==> src/rtl/round_engine_pkg.sv <==
// Shared encodings for the typing-game round engine: game states from the
// controller, engine FSM states and common constants.
package round_engine_pkg;

  typedef enum logic [1:0] {
    GS_SELECT    = 2'd0,
    GS_COUNTDOWN = 2'd1,
    GS_INGAME    = 2'd2,
    GS_FINISH    = 2'd3
  } game_state_e;

  typedef enum logic [1:0] {
    ST_IDLE     = 2'd0,
    ST_FETCH    = 2'd1,
    ST_WAIT_KEY = 2'd2,
    ST_DONE     = 2'd3
  } eng_state_e;

  localparam logic [7:0] ASCII_SPACE = 8'h20;
  localparam logic [6:0] CNT_MAX     = 7'd127;

  // Decrement that stops at zero.
  function automatic logic [6:0] dec_floor0(input logic [6:0] v);
    return (v == 7'd0) ? 7'd0 : v - 7'd1;
  endfunction

endpackage

==> src/rtl/round_engine_sat_counter7.sv <==
// 7-bit saturating up-counter with synchronous clear; clear wins over enable.
module sat_counter7
  import round_engine_pkg::*;
(
  input  logic       clk,
  input  logic       rst,
  input  logic       clr,
  input  logic       en,
  output logic [6:0] count
);

  logic [6:0] count_d;
  logic [6:0] count_q;

  // Next count: clear, saturating increment, or hold.
  always_comb begin
    count_d = count_q;
    if (clr) begin
      count_d = 7'd0;
    end else if (en && (count_q != CNT_MAX)) begin
      count_d = count_q + 7'd1;
    end else begin
      count_d = count_q;
    end
  end

  // Count register.
  always_ff @(posedge clk or posedge rst) begin
    if (rst) begin
      count_q <= 7'd0;
    end else begin
      count_q <= count_d;
    end
  end

  assign count = count_q;

endmodule

==> src/rtl/round_engine.sv <==
// Gameplay sequencer: fetches target characters from the word ROM, checks
// keystrokes, counts words and errors and ends the round on its limit.
module round_engine
  import round_engine_pkg::*;
#(
  parameter int ADDR_W = 10
) (
  input  logic              clk,
  input  logic              rst,
  input  logic [1:0]        state,
  input  logic              Mode,
  input  logic [6:0]        value,
  input  logic              tick_1hz,
  input  logic              key_valid,
  input  logic [7:0]        key_ascii,
  output logic [ADDR_W-1:0] rom_addr,
  input  logic [7:0]        rom_data,
  output logic              finish,
  output logic [6:0]        remaining,
  output logic [6:0]        words_done,
  output logic [6:0]        errors,
  output logic              err_pulse,
  output logic [7:0]        expected
);

  eng_state_e        fsm_d, fsm_q;
  logic [6:0]        remaining_d, remaining_q;
  logic [ADDR_W-1:0] rom_addr_d, rom_addr_q;
  logic [7:0]        expected_d, expected_q;
  logic              err_pulse_d, err_pulse_q;
  logic              finish_d, finish_q;
  logic              cnt_clr_s;
  logic              word_inc_s;
  logic              err_inc_s;
  logic              in_game_s;
  logic              key_hit_s;
  logic              dec_s;

  assign in_game_s = (state == GS_INGAME);
  assign key_hit_s = key_valid && (key_ascii == expected_q);

  // Next-state, counter control and registered-output computation.
  always_comb begin
    fsm_d       = fsm_q;
    remaining_d = remaining_q;
    rom_addr_d  = rom_addr_q;
    expected_d  = expected_q;
    err_pulse_d = 1'b0;
    cnt_clr_s   = 1'b0;
    word_inc_s  = 1'b0;
    err_inc_s   = 1'b0;
    dec_s       = 1'b0;

    case (fsm_q)
      ST_IDLE: begin
        if (in_game_s) begin
          remaining_d = value;
          rom_addr_d  = '0;
          cnt_clr_s   = 1'b1;
          fsm_d       = ST_FETCH;
        end else begin
          fsm_d = ST_IDLE;
        end
      end
      ST_FETCH: begin
        // Abort beats termination; keystrokes here are dropped on purpose.
        if (!in_game_s) begin
          fsm_d = ST_IDLE;
        end else if (remaining_q == 7'd0) begin
          fsm_d = ST_DONE;
        end else begin
          expected_d = rom_data;
          dec_s      = !Mode && tick_1hz;
          fsm_d      = ST_WAIT_KEY;
        end
      end
      ST_WAIT_KEY: begin
        if (!in_game_s) begin
          fsm_d = ST_IDLE;
        end else if (remaining_q == 7'd0) begin
          fsm_d = ST_DONE;
        end else if (key_hit_s) begin
          rom_addr_d = rom_addr_q + ADDR_W'(1);
          word_inc_s = (expected_q == ASCII_SPACE);
          // Modes are exclusive, so at most one decrement source fires.
          dec_s      = Mode ? (expected_q == ASCII_SPACE) : tick_1hz;
          fsm_d      = ST_FETCH;
        end else if (key_valid) begin
          err_inc_s   = 1'b1;
          err_pulse_d = 1'b1;
          dec_s       = !Mode && tick_1hz;
          fsm_d       = ST_WAIT_KEY;
        end else begin
          dec_s = !Mode && tick_1hz;
          fsm_d = ST_WAIT_KEY;
        end
      end
      ST_DONE: begin
        if (state == GS_SELECT) begin
          fsm_d = ST_IDLE;
        end else begin
          fsm_d = ST_DONE;
        end
      end
      default: begin
        fsm_d = ST_IDLE;
      end
    endcase

    if (dec_s) begin
      remaining_d = dec_floor0(remaining_q);
    end else begin
      remaining_d = remaining_d;
    end

    finish_d = (fsm_d == ST_DONE);
  end

  // State and output registers.
  always_ff @(posedge clk or posedge rst) begin
    if (rst) begin
      fsm_q       <= ST_IDLE;
      remaining_q <= 7'd0;
      rom_addr_q  <= '0;
      expected_q  <= 8'h00;
      err_pulse_q <= 1'b0;
      finish_q    <= 1'b0;
    end else begin
      fsm_q       <= fsm_d;
      remaining_q <= remaining_d;
      rom_addr_q  <= rom_addr_d;
      expected_q  <= expected_d;
      err_pulse_q <= err_pulse_d;
      finish_q    <= finish_d;
    end
  end

  sat_counter7 u_words (
    .clk   (clk),
    .rst   (rst),
    .clr   (cnt_clr_s),
    .en    (word_inc_s),
    .count (words_done)
  );

  sat_counter7 u_errors (
    .clk   (clk),
    .rst   (rst),
    .clr   (cnt_clr_s),
    .en    (err_inc_s),
    .count (errors)
  );

  assign rom_addr  = rom_addr_q;
  assign remaining = remaining_q;
  assign expected  = expected_q;
  assign err_pulse = err_pulse_q;
  assign finish    = finish_q;

endmodule

==> config.mk <==
export PLATFORM = sky130hd
export DESIGN_NAME = round_engine
export DESIGN_NICKNAME = d
export VERILOG_FILES = /design/src/rtl/round_engine_pkg.sv /design/src/rtl/round_engine_sat_counter7.sv /design/src/rtl/round_engine.sv
export SDC_FILE = /design/constraint.sdc
export NUM_CORES = 1
export LEC_CHECK = 0
export BUFFER_PORTS_ARGS = -buffer_cell sky130_fd_sc_hd__buf_2
export CAP_MARGIN = 15
export CORE_ASPECT_RATIO = 1.2
export CORE_MARGIN = 2
export CORE_UTILIZATION = 40
export CTS_BUF_LIST = sky130_fd_sc_hd__clkbuf_8
export DETAILED_ROUTE_END_ITERATION = 6
export SETUP_SLACK_MARGIN = 0.15
export SYNTH_ARGS = -nofsm -noshare
export SYNTH_HDL_FRONTEND = slang
export SYNTH_HIERARCHICAL = 1
export SYNTH_SLANG_ARGS = --single-unit
==> constraint.sdc <==
create_clock -name clk -period 7 [get_ports clk]
set_input_delay 1.4 -clock clk [delete_from_list [all_inputs] [get_ports clk]]
set_output_delay 1.4 -clock clk [all_outputs]
set_load 0.05 [all_outputs]
; ---- Word-level counts from Yosys, hierarchy flattened
; Cells that the tools add are included.
; W data, S select, Z words.
[op_classes]
n_mux = 39
reduce_logical = 16
n_eq_ne = 13
bitwise_logic = 1
n_addsub = 4
[op_table]
columns = op, n
row1 = $mux W7, 8
row2 = $mux W10, 4
row3 = $pmux W10 S2, 1
row4 = $mux W1, 19
row5 = $add A7 B1 Y7 const B, 2
row6 = $ne A7 B7 Y1 const B, 2
row7 = $add A10 B1 Y10 const B, 1
row8 = $mux W2, 5
row9 = $reduce_bool A2 Y1, 5
row10 = $eq A2 B2 Y1 const B, 4
row11 = $eq A8 B6 Y1 const B, 1
row12 = $eq A8 B8 Y1, 1
row13 = $ne A2 B2 Y1 const B, 4
row14 = $pmux W2 S4, 1
row15 = $logic_not A7 Y1, 1
row16 = $sub A7 B1 Y7 const B, 1
row17 = $reduce_and A5 Y1, 1
row18 = $logic_and A1 B1 Y1, 4
row19 = $logic_not A2 Y1, 2
row20 = $reduce_and A3 Y1, 1
row21 = $eq A2 B1 Y1 const B, 1
row22 = $pmux W1 S2, 1
row23 = $reduce_and A2 Y1, 1
row24 = $logic_not A1 Y1, 1
row25 = $not A1 Y1, 1
[totals]
reg_bits = 43
word_cells = 81
input_bits = 30

; ---- Depth between registers and ports, before layout
; Gate-level depths: netlist (run 1).
[depth]
word_depth = 9
depth_mapped = 10
depth_no_buf = 9

; ---- By module
; Netlist (run 1), hierarchy kept.
[modules_own_cells]
columns = module, instances, seq_area_each_um2, area_each_um2, cells_each
row1 = round_engine, 1, 725.7, 1715.4, 165
row2 = sat_counter7, 2, 175.2, 400.4, 38

; ---- Worst setup path after synthesis (run 1)
; Ideal clock, no wire load.
[synth_path]
path_type = in2reg
startpoint = in state[0]
endpoint = reg rom_addr_q[4], in the netlist rom_addr[4]
required_time_ps = 6931
path_slack_ps = 3876
path_buffers = 0
setup_ps = 69
t_arrival_ps = 3055
cell_stages = 6
path_cell_list = and2b_1 -> nand2_1 -> nor4_4 -> nor2_2 -> or4b_2 -> nand3_1
[synth_via]
elab_chain_len = 3
word_cells_on_any_way = 4
[synth_rtl]
columns = element, line_no
row1 = "start, declared", round_engine.sv:10  ; input logic [1:0] state,
row2 = $eq A2 B2 Y1 *, round_engine.sv:39  ; assign in_game_s = (state == GS_INGAME);
row3 = $ne A2 B2 Y1 (no source line), --
row4 = $reduce_and A5 Y1 (no source line) *, --
row5 = "end signal, assigned", round_engine.sv:131  ; rom_addr_q <= rom_addr_d;
row6 = "end, declared", round_engine.sv:28  ; logic [ADDR_W-1:0] rom_addr_d, rom_addr_q;
; Every way passes the cells marked *; elsewhere a longest branch is shown, timed or not.
; A chain may end at the register's enable or synchronous reset.

; ---- Final worst setup path (run 1)
; Ends and elaborated chain as after synthesis.

==> flow_metrics.tcl, run 1 <==
set metrics [dict create \
    grt_max_degree 30 \
    cp.depth 7 \
    p_int_w 0.000498 \
    max_cap_violations 0 \
    setup_viol 0 \
    synth_most_common_cell "dfrtp_1" \
    clock-root-buffer "clkbuf_8" \
    syn_inst 241 \
    multi_input_area_um2 1370 \
    synth_top_area_share_pct 42.8 \
    cp_top_family "simple AND/OR/NAND/NOR gates" \
    final_layout_size_suffix_gt1_share_pct 35.1 \
    yosys_warnings 6 \
    min_period_ns 3.26 \
    grtUsageTotal_pct 16.7 \
    wl_met3_um 277 \
    cts_max_level 2 \
    place_inst 388 \
    first_pass_iters 4 \
    fin_worst_skew_ns 0.00639 \
    pwr-share-clk_pct 17.6 \
    total_power_w 0.000917 \
    status "complete, no violations" \
    post-route-period-util_pct 46.6 \
    fin_tns_setup_ns 0 \
    r2r_cells 8 \
    synth_area_leaders "dfrtp_1 (43%), ha_1 (4.0%), mux2_2 (3.6%), mux2_4 (3.6%), xnor2_1 (3.1%)" \
    fp.dieH_um 90.9 \
    cts_tree "yes" \
    cp_cell_sequence "buf_2 > and2b_1 > nand2_1 > nor2_1 > nor2_2 > or4b_2 > nand3_1" \
    wire_per_inst_um 13.9 \
    cts.sinks 43 \
    synth_cell_types 57 \
    area_growth_pct 20.5 \
    cts_setup_buffers 0 \
    synth_seq_cells 43 \
    fmax_mhz 307 \
    vdd_drop_max_v 0.000257 \
    crit_arrival_ns 3.49 \
    crit_required_ns 7.23 \
    power.density_nw_per_um2 303 \
    port_buffers 70 \
    syn_avg_cell_area_um2 10.4 \
    min_path_cells 2 \
    worst_setup_path_start_kind "primary input" \
    r2r_start "remaining[0]" \
    seqPwrFrac_pct 40.2 \
    pin_count 71 \
    grt_pass1_vias 1967 \
    dp_hpwl_mm 4.12 \
    synth_area_leader_cell "dfrtp_1" \
    synth_xor_xnor_area_share_pct 3.83 \
    postCtsResizedCells 0 \
    reg2reg_slack_ns 4.31 \
    insertion_delay_ns 0.29 \
    clk_pin_slew_ns 0.07 \
    switchingPower_w 0.000419 \
    place_congestion 0.759 \
    syn_area_um2 2520 \
    routed_via_density 5.24 \
    hp-start "rom_addr[1]" \
    synth_simple_gate_area_share_pct 22.7 \
    ys.flop_type "dfrtp_1" \
    overflow 0 \
    grt_pass1_wl_mm 9.36 \
    synth_edf_count 0 \
    highest_layer "met5" \
    hp-class "reg -> reg" \
    diodes 0 \
    path_class "in -> reg" \
    num_vias 2070 \
    synth-seq-area-share_pct 42.8 \
    rows 31 \
    grt_setup_unrepaired "no" \
    cts_buffers 5 \
    num-nets-final 351 \
    syn_nets 279 \
    p_sw_share_pct 45.7 \
    wirelength_mm 5.51 \
    synth_mux_area_share_pct 9.15 \
    nFillCells 607 \
    fin_cells 395 \
    wl_met2_mm 2.65 \
    cp_slowest_cell "or4b_2" \
    worstHoldEndpoint "rom_addr[1]" \
    drt_iter0_drc 100 \
    async_flop_share_pct 100 \
    cp_max_fo 11 \
    initial_core_util_pct 41.6 \
    synth_fa_ha_area_share_pct 3.98 \
    drc 0 \
    endpoint_kind "flip-flop" \
    die-area_um2 6940 \
    coreArea_um2 6050 \
    antenna_found_initial 1 \
    timing.rr.end "remaining[4]" \
    synth_top_family_by_area "simple AND/OR/NAND/NOR gates" \
    worstMarginPinSlew_ns 0.785 \
    drv_slew 0 \
    crit_buf_inv 1 \
    wl_met1_mm 2.50 \
    cts_buffer_depth 2 \
    cpPeakStageDelay_ns 0.67 \
    max_slew_margin_pct 47.6 \
    die_w_um 76.4 \
    leakagePower_nw 1.42 \
    final-hold-violation-count 0 \
    ctsHoldBuffers 0 \
    synth_compound_area_share_pct 14.6 \
    seqCellArea_um2 1080 \
    power.share.combinational_pct 42.3 \
    yosys-top-cells-count "dfrtp_1 (43), nor2_1 (19), nand2_1 (17)" \
    detail-route-antenna-nets 0 \
]
[sequential cells by signal (all words and copies together) (netlist names)]
name and flops:
rom_addr 10, u_words/count 7, finish 1, remaining 7
expected 8, fsm_q 2, err_pulse 1, u_errors/count 7
[stage by stage]
stage	utilization [%]	instance area, µm²	setup slack (ns)	hold slack, ns
floorplan	-	2520	3.88	0.723
global placement	48.7	2940	3.47	0.530
detailed placement	48.7	2940	3.41	0.525
CTS	50.1	3030	3.73	0.543
global route	50.1	3030	3.56	0.596
finish	50.1	3030	3.74	0.543
[power groups by stage]
stage                     clock [W]  sequential [W]  combinational, W
after floorplan                   0        0.000517          0.000150
after global placement            0        0.000373          0.000388
after detailed placement          0        0.000373          0.000392
after CTS                  0.000168        0.000369          0.000392
after global routing       0.000179        0.000380          0.000416
final                      0.000161        0.000368          0.000388
[worst max-delay path by stage]
stage,slack (ns),to,start
final,3.74,rom_addr[4],state[0]
after global routing,3.56,rom_addr[4],state[0]
after CTS,3.73,rom_addr[4],state[0]
after detailed placement,3.41,rom_addr[4],state[0]
after global placement,3.47,rom_addr[4],state[0]
after floorplan,3.88,rom_addr[4],state[0]
[placed cells by master, fill, tap and decap left out, types with 7 or more instances in the layout]
| cell type | synthesis | layout |
|---|---|---|
| buf_2 | 1 | 70 |
| nand4_1 | 7 | 7 |
| mux2_2 | 8 | 8 |
| a21oi_1 | 11 | 11 |
| nand3_1 | 8 | 8 |
| xnor2_1 | 9 | 9 |
| ha_1 | 8 | 8 |
| o21ai_0 | 9 | 9 |
| dfrtp_1 | 43 | 43 |
| inv_1 | 11 | 11 |
| nor2_1 | 19 | 19 |
| nand2_1 | 17 | 17 |
[cell families (layout without fill, tap and decap cells)]
| family | Yosys count | in the layout |
|---|---|---|
| and+or+nand+nor | 95 | 95 |
| DFF | 43 | 43 |
| xor gates and xnor gates | 11 | 11 |
| AOI/OAI and AO/OA | 48 | 48 |
| buffers and inverters | 17 | 89 |
| adders and majority gates | 8 | 8 |
| muxes | 19 | 19 |
[layout make-up]
cell class              count  area share (%)
well taps                  82            3.38
clock inverters             1           0.165
flip-flops and latches     43            35.5
clock buffers               6            2.72
inverters                  11            1.36
multi-input cells         181            45.1
repair buffers             71            11.8
[worst min-delay path: cells and delay by family (launching register included)]
family / cells / cell delay (ns)
AO/OA/AOI/OAI: 1 / 0.06
AND/OR/NAND/NOR: 1 / 0.06
flip-flops: 1 / 0.39
[metal layers]
metal,up-vias,global-route usage (%)
li1,1033,-
met4,2,5.45
met3,9,3.90
met5,-,0
met1,973,21.9
met2,53,27.4
No activity file was read; power rests on OpenSTA's default activity.
==> run 2: changes to the inputs <==
--- a/config.mk
+++ b/config.mk
@@ -5,6 +5,7 @@
 export SDC_FILE = /design/constraint.sdc
 export NUM_CORES = 1
 export LEC_CHECK = 0
+export ABC_AREA = 1
 export BUFFER_PORTS_ARGS = -buffer_cell sky130_fd_sc_hd__buf_2
 export CAP_MARGIN = 15
 export CORE_ASPECT_RATIO = 1.2
@@ -12,6 +13,7 @@
 export CORE_UTILIZATION = 40
 export CTS_BUF_LIST = sky130_fd_sc_hd__clkbuf_8
 export DETAILED_ROUTE_END_ITERATION = 6
+export PLACE_DENSITY = 0.65
 export SETUP_SLACK_MARGIN = 0.15
 export SYNTH_ARGS = -nofsm -noshare
 export SYNTH_HDL_FRONTEND = slang
==> constraint.sdc (replaced) <==
create_clock -name clk -period 2.8 [get_ports clk]
set_input_delay 0.56 -clock clk [delete_from_list [all_inputs] [get_ports clk]]
set_output_delay 0.56 -clock clk [all_outputs]
set_load 0.05 [all_outputs]
==> run 2 against run 1 <==
  * Die area is 14% higher
  * Non-clock buffer count is 1 higher
  * Flip-flop and latch count stayed put
  * Clock power is 130% higher
  * Routed wire length is 20% higher
  * Combinational power grew to 3.1 times the previous value
  * Clock skew is 0.0027 ns lower
  * Sequential power is 140% higher
==> flow_metrics.tcl, run 2 <==
set metrics [dict create \
    status "complete, no violations" \
    syn_nets 439 \
    ctsHoldBuffers 0 \
    syn_inst 401 \
    worst_setup_path_start_kind "flip-flop" \
    drc 0 \
    async_flop_share_pct 100 \
    path_class "reg -> reg" \
    grt_pass1_vias 2538 \
    grt_max_degree 30 \
    initial_core_util_pct 41.8 \
    first_pass_iters 4 \
    use_met3_pct 2.99 \
    grt_setup_unrepaired "no" \
    min_period_ns 2.12 \
    wirelength_mm 6.58 \
    dp_hpwl_mm 4.98 \
    port_buffers 70 \
    power.density_nw_per_um2 728 \
    crit_required_ns 3.03 \
    cp-endpoint "u_words/count[1]" \
    multi_input_area_um2 1480 \
    fin_cells 557 \
    fmax_mhz 472 \
    fin_ws_ns 0.683 \
    finalInstanceArea_um2 3360 \
    synth_most_common_cell "nand2_1" \
    synth-seq-area-share_pct 37.3 \
    clock-root-buffer "clkbuf_8" \
    pin_count 71 \
    synth_edf_count 0 \
    met1_usage_pct 22.1 \
    leakagePower_nw 1.91 \
    drv_slew 0 \
    vdd_drop_max_v 0.000441 \
    drt_iter0_drc 126 \
    cts_setup_buffers 0 \
    final_common_cell "nand2_1" \
    detail-route-antenna-nets 0 \
    grt_pass1_wl_mm 11.2 \
    clk_pin_slew_ns 0.08 \
    coreArea_um2 6900 \
    cp_max_fo 12 \
    place_inst 551 \
    place_congestion 0.872 \
    worstMarginPinSlew_ns 0.466 \
    cp_slowest_cell "dfrtp_1" \
    cts_buffer_depth 2 \
    place_ws_ns 0.658 \
    postCtsResizedCells 0 \
    synth_area_leader_cell "dfrtp_1" \
    synth_top_area_share_pct 37.3 \
    cpPeakStageDelay_ns 0.45 \
    antenna_found_initial 0 \
    setup_viol 0 \
    synth_seq_cells 43 \
    max_cap_violations 0 \
    die_w_um 81.5 \
    cts_buffers 5 \
    syn_area_um2 2880 \
    crit_arrival_ns 2.35 \
    grt_util_met2_pct 29.6 \
    grtUsageTotal_pct 17.5 \
    syn_avg_cell_area_um2 7.19 \
    diodes 0 \
    rows 33 \
    insertion_delay_ns 0.29 \
    overflow 0 \
    ys.flop_type "dfrtp_1" \
    num_vias 2690 \
    fin_worst_skew_ns 0.00365 \
    die-area_um2 7900 \
    num-nets-final 509 \
    area_growth_pct 16.5 \
    r2r_start "remaining[1]" \
    fp.dieH_um 97.0 \
    hp-class "in -> async" \
    fin_tns_setup_ns 0 \
    yosys-top-cells-count "nand2_1 (99), inv_1 (64), nand3_1 (57)" \
    synth_area_leaders "dfrtp_1 (37%), nand2_1 (13%), nand3_1 (9.9%), inv_1 (8.3%), nor2_1 (5.0%)" \
    final_cell_mix "nand2_1 (99), buf_2 (70), inv_1 (65), nand3_1 (57), dfrtp_1 (43)" \
    largest_register_ffs 10 \
    seqCellArea_um2 1080 \
    final_layout_size_suffix_gt1_share_pct 25.1 \
    endpoint_kind "flip-flop" \
    wire_per_inst_um 11.8 \
    yosys_warnings 6 \
    timing.rr.end "u_words/count[1]" \
    startpoint "remaining[1]" \
    nFillCells 705 \
    cts_tree "yes" \
    reg2reg_slack_ns 0.68 \
    routed_via_density 4.83 \
    max_slew_margin_pct 68.8 \
    cp_cell_sequence "inv_1 > ha_1 > nand2_2 > nor3_2 > nand2_2 > nand4_1 > nor2_1 > inv_1 > nor2_2 > nand3_1 > nand2_1" \
    cts.sinks 43 \
    final-hold-violation-count 0 \
    r2r_cells 11 \
    synth_cell_types 32 \
    busiest_layer "met2" \
    post-route-period-util_pct 75.6 \
    placed_cell_area_um2 3280 \
    cts_max_level 2 \
]
==> run 2: cell count changes in the layout (fill, tap and decap cells not counted), sizes merged, moves of 6 or more <==
cell / before / now
or2: 1 / 7
nand2: 17 / 104
nor2: 20 / 43
xnor2: 9 / 0
o21ai: 9 / 25
nand3: 8 / 60
inv: 11 / 69
mux2: 14 / 0
==> run 2: kinds of logic after synthesis <==
logic type	share of synthesized area [%]
fa+ha+maj	3.47
buf+inv	11.3
simple gates	36.8
xor+xnor	0.912
flops	37.3
compound gates	10.1
==> run 2: critical path: cells and delay by family (launching register included) <==
kind / cells / cell delay [ns]
flops: 1 / 0.45
buf+inv: 2 / 0.19
fa+ha+maj: 1 / 0.20
simple gates: 8 / 1.22
==> run 2: per-stage QoR <==
stage / hold WS [ns] / power (W) / util [%]
finish: 0.213 / 0.00245 / 48.7
global route: 0.244 / 0.00263 / 48.7
CTS: 0.213 / 0.00248 / 48.7
detailed placement: 0.514 / 0.00210 / 47.6
global placement: 0.496 / 0.00209 / 47.6
floorplan: 0.363 / 0.00187 / -
==> run 2: report_power, final <==
group | internal [W] | leakage [nW] | total (W) | switching (W)
Combinational | 0.000312 | 1.30 | 0.00121 | 0.000895
Sequential | 0.000743 | 0.562 | 0.000875 | 0.000132
Clock | 0.000163 | 0.0413 | 0.000364 | 0.000201
==> run 2: cell type report <==
cell class / instances / share of cell area (%)
clock inverters: 1 / 0.112
inverters: 68 / 7.60
repair buffers: 72 / 10.9
flip-flops and latches: 43 / 32.1
well taps: 87 / 3.24
multi-input cells: 281 / 44.1
clock buffers: 5 / 2.05
==> run 2: routing by layer <==
layer | routed length (µm) | vias up | part of all wire (%)
met4 | 86 | 0 | 1.3
met2 | 3240 | 51 | 49
met3 | 281 | 7 | 4.3
li1 | - | 1406 | -
met5 | 0 | - | 0
met1 | 2980 | 1226 | 45
==> run 2: how the worst min path moves through the flow <==
stage,start,to,depth (start not counted)
after floorplan,rst,u_errors/count[0],1
after global placement,u_words/count[6],u_words/count[6],1
after detailed placement,u_words/count[6],u_words/count[6],1
after CTS,rst,u_errors/count[0],2
after global routing,rst,u_words/count[3],2
final,rst,u_errors/count[1],2
==> run 3: changes to the inputs <==
--- a/config.mk
+++ b/config.mk
@@ -13,7 +13,6 @@
 export CORE_UTILIZATION = 40
 export CTS_BUF_LIST = sky130_fd_sc_hd__clkbuf_8
 export DETAILED_ROUTE_END_ITERATION = 6
-export PLACE_DENSITY = 0.65
 export SETUP_SLACK_MARGIN = 0.15
 export SYNTH_ARGS = -nofsm -noshare
 export SYNTH_HDL_FRONTEND = slang
==> constraint.sdc (replaced) <==
create_clock -name clk -period 2.15 [get_ports clk]
set_input_delay 0.43 -clock clk [delete_from_list [all_inputs] [get_ports clk]]
set_output_delay 0.43 -clock clk [all_outputs]
set_load 0.05 [all_outputs]
==> run 3 against run 2 <==
  * Sequential power up 31%
  * Core utilization up 1.8 points
  * Register-to-register slack worse by 0.38 ns
  * Via count down 0.52%
  * Non-clock buffer count up 4
  * Worst setup slack worse by 0.38 ns
  * Final area up 3.7%
  * Clock skew up 0.0057 ns
  * Critical endpoint is now remaining[3]
  * Largest cell class unchanged
==> flow_metrics.tcl, run 3 (synthesized netlist as in run 2, its figures left out) <==
set metrics [dict create \
    status "complete, no violations" \
    pwr-share-clk_pct 18.5 \
    grt_pass1_vias 2550 \
    p_sw_share_pct 48.2 \
    rows 33 \
    drc 0 \
    crit_required_ns 2.34 \
    port_buffers 70 \
    worstMarginPinSlew_ns 0.475 \
    dp_hpwl_mm 4.95 \
    max_cap_violations 0 \
    power.density_nw_per_um2 987 \
    setup_viol 0 \
    path_class "reg -> reg" \
    die-area_um2 7900 \
    grtUsageTotal_pct 17.2 \
    post-route-period-util_pct 85.9 \
    fin_worst_skew_ns 0.00931 \
    fin_cells 563 \
    final-hold-violation-count 0 \
    pin_count 71 \
    cts_buffers 5 \
    min_period_ns 1.85 \
    seqPwrFrac_pct 33.4 \
    fmax_mhz 542 \
    num_vias 2676 \
    place_ws_ns 0.214 \
    drt_iter0_drc 49 \
    hp-class "in -> async" \
    fp.dieH_um 97.0 \
    cts_max_level 2 \
    grt_max_degree 21 \
    largest_register_ffs 10 \
    cts_buffer_depth 2 \
    final_layout_size_suffix_gt1_share_pct 27.1 \
    final_common_cell "nand2_1" \
    total_power_w 0.00344 \
    endpoint_kind "flip-flop" \
    diodes 0 \
    crit_arrival_ns 2.04 \
    overflow 0 \
    vdd_drop_max_v 0.000776 \
    leakagePower_nw 1.94 \
    die_w_um 81.5 \
    max_slew_margin_pct 68.3 \
    wire_per_inst_um 11.5 \
    cts_tree "yes" \
    grt_setup_unrepaired "no" \
    wirelength_mm 6.46 \
    cp_max_fo 8 \
    area_growth_pct 20.8 \
    final_cell_mix "nand2_1 (99), buf_2 (70), inv_1 (64), nand3_1 (57), dfrtp_1 (41)" \
    routed_via_density 4.75 \
    grt_pass1_wl_mm 11.1 \
    worst_setup_path_start_kind "flip-flop" \
    cts.sinks 43 \
    fin_ws_ns 0.304 \
    antenna_found_initial 0 \
    place_inst 555 \
    clock-root-buffer "clkbuf_8" \
    initial_core_util_pct 41.8 \
    num-nets-final 513 \
    first_pass_iters 4 \
    coreArea_um2 6900 \
    insertion_delay_ns 0.30 \
    power.share.combinational_pct 48.2 \
    p_int_w 0.00178 \
    drv_slew 0 \
    place_congestion 0.833 \
    detail-route-antenna-nets 0 \
    fin_tns_setup_ns 0 \
    clk_pin_slew_ns 0.09 \
    switchingPower_w 0.00165 \
]
-- run 3: final timing paths --
check | from | to | slack (ns) | cells after the start
max | remaining[0] | remaining[3] | 0.30 | 12
max in group asynchronous | rst | expected[6] | 1.36 | 3
min in group clk | rom_data[0] | expected[0] | 0.38 | 3
min reg2reg | u_errors/count[6] | u_errors/count[6] | 0.52 | 1
max reg2reg | remaining[0] | remaining[3] | 0.30 | 12
min | rst | u_words/count[6] | 0.08 | 2
-- run 3: timing repair --
| item | in CTS | in global routing |
|---|---|---|
| endpoints found under the hold margin | 0 | 0 |
| setup buffers | 0 | 0 |
| endpoints found under the setup margin | 0 | 22 |
| resized for setup | 0 | 6 |
| hold buffers | 0 | 0 |
-- run 3: layer usage --
layer  global-route usage [%]  vias to the layer above  wire length [µm]
met5                        0                        -                 0
met2                     29.2                       45              3160
met1                     21.8                     1216              2990
li1                         -                     1410                 -
met3                     2.80                        5               238
met4                     5.22                        0                76
-- run 3: metrics by stage --
step | instance area [µm²] | utilization [%] | hold slack, ns
after floorplan | 2890 | - | 0.233
after global placement | 3330 | 48.3 | 0.414
after detailed placement | 3330 | 48.3 | 0.414
after CTS | 3440 | 50.0 | 0.0754
after global routing | 3480 | 50.5 | 0.0863
final | 3480 | 50.5 | 0.0752
-- run 3: final cells by class --
| type | count | area (µm²) |
|---|---|---|
| flip-flops and latches | 43 | 1080 |
| well taps | 87 | 109 |
| clock buffers | 5 | 68.8 |
| clock inverters | 3 | 43.8 |
| inverters | 68 | 255 |
| fillers | 704 | 3420 |
| repair buffers | 76 | 408 |
| multi-input cells | 281 | 1520 |
-- run 3: power by group through the flow --
stage / Sequential, W / Clock [W] / Combinational (W)
5_1_grt: 0.00117 / 0.000689 / 0.00182
4_1_cts: 0.00114 / 0.000665 / 0.00164
3_5_place_dp: 0.00116 / 0 / 0.00163
3_3_place_gp: 0.00116 / 0 / 0.00162
2_1_floorplan: 0.00165 / 0 / 0.000787
6_report: 0.00115 / 0.000634 / 0.00166
-- run 3: critical path, cell delays in order (launching register included) --
cell and delay [ns]:
dfrtp_2 0.42, inv_1 0.13, ha_2 0.21, nand2_2 0.09, nor3_4 0.18, nand2_2 0.11, buf_4 0.19, inv_1 0.09
a21oi_1 0.04, o21ai_0 0.07, nand3_1 0.10, nand2_1 0.07, nand2_1 0.04
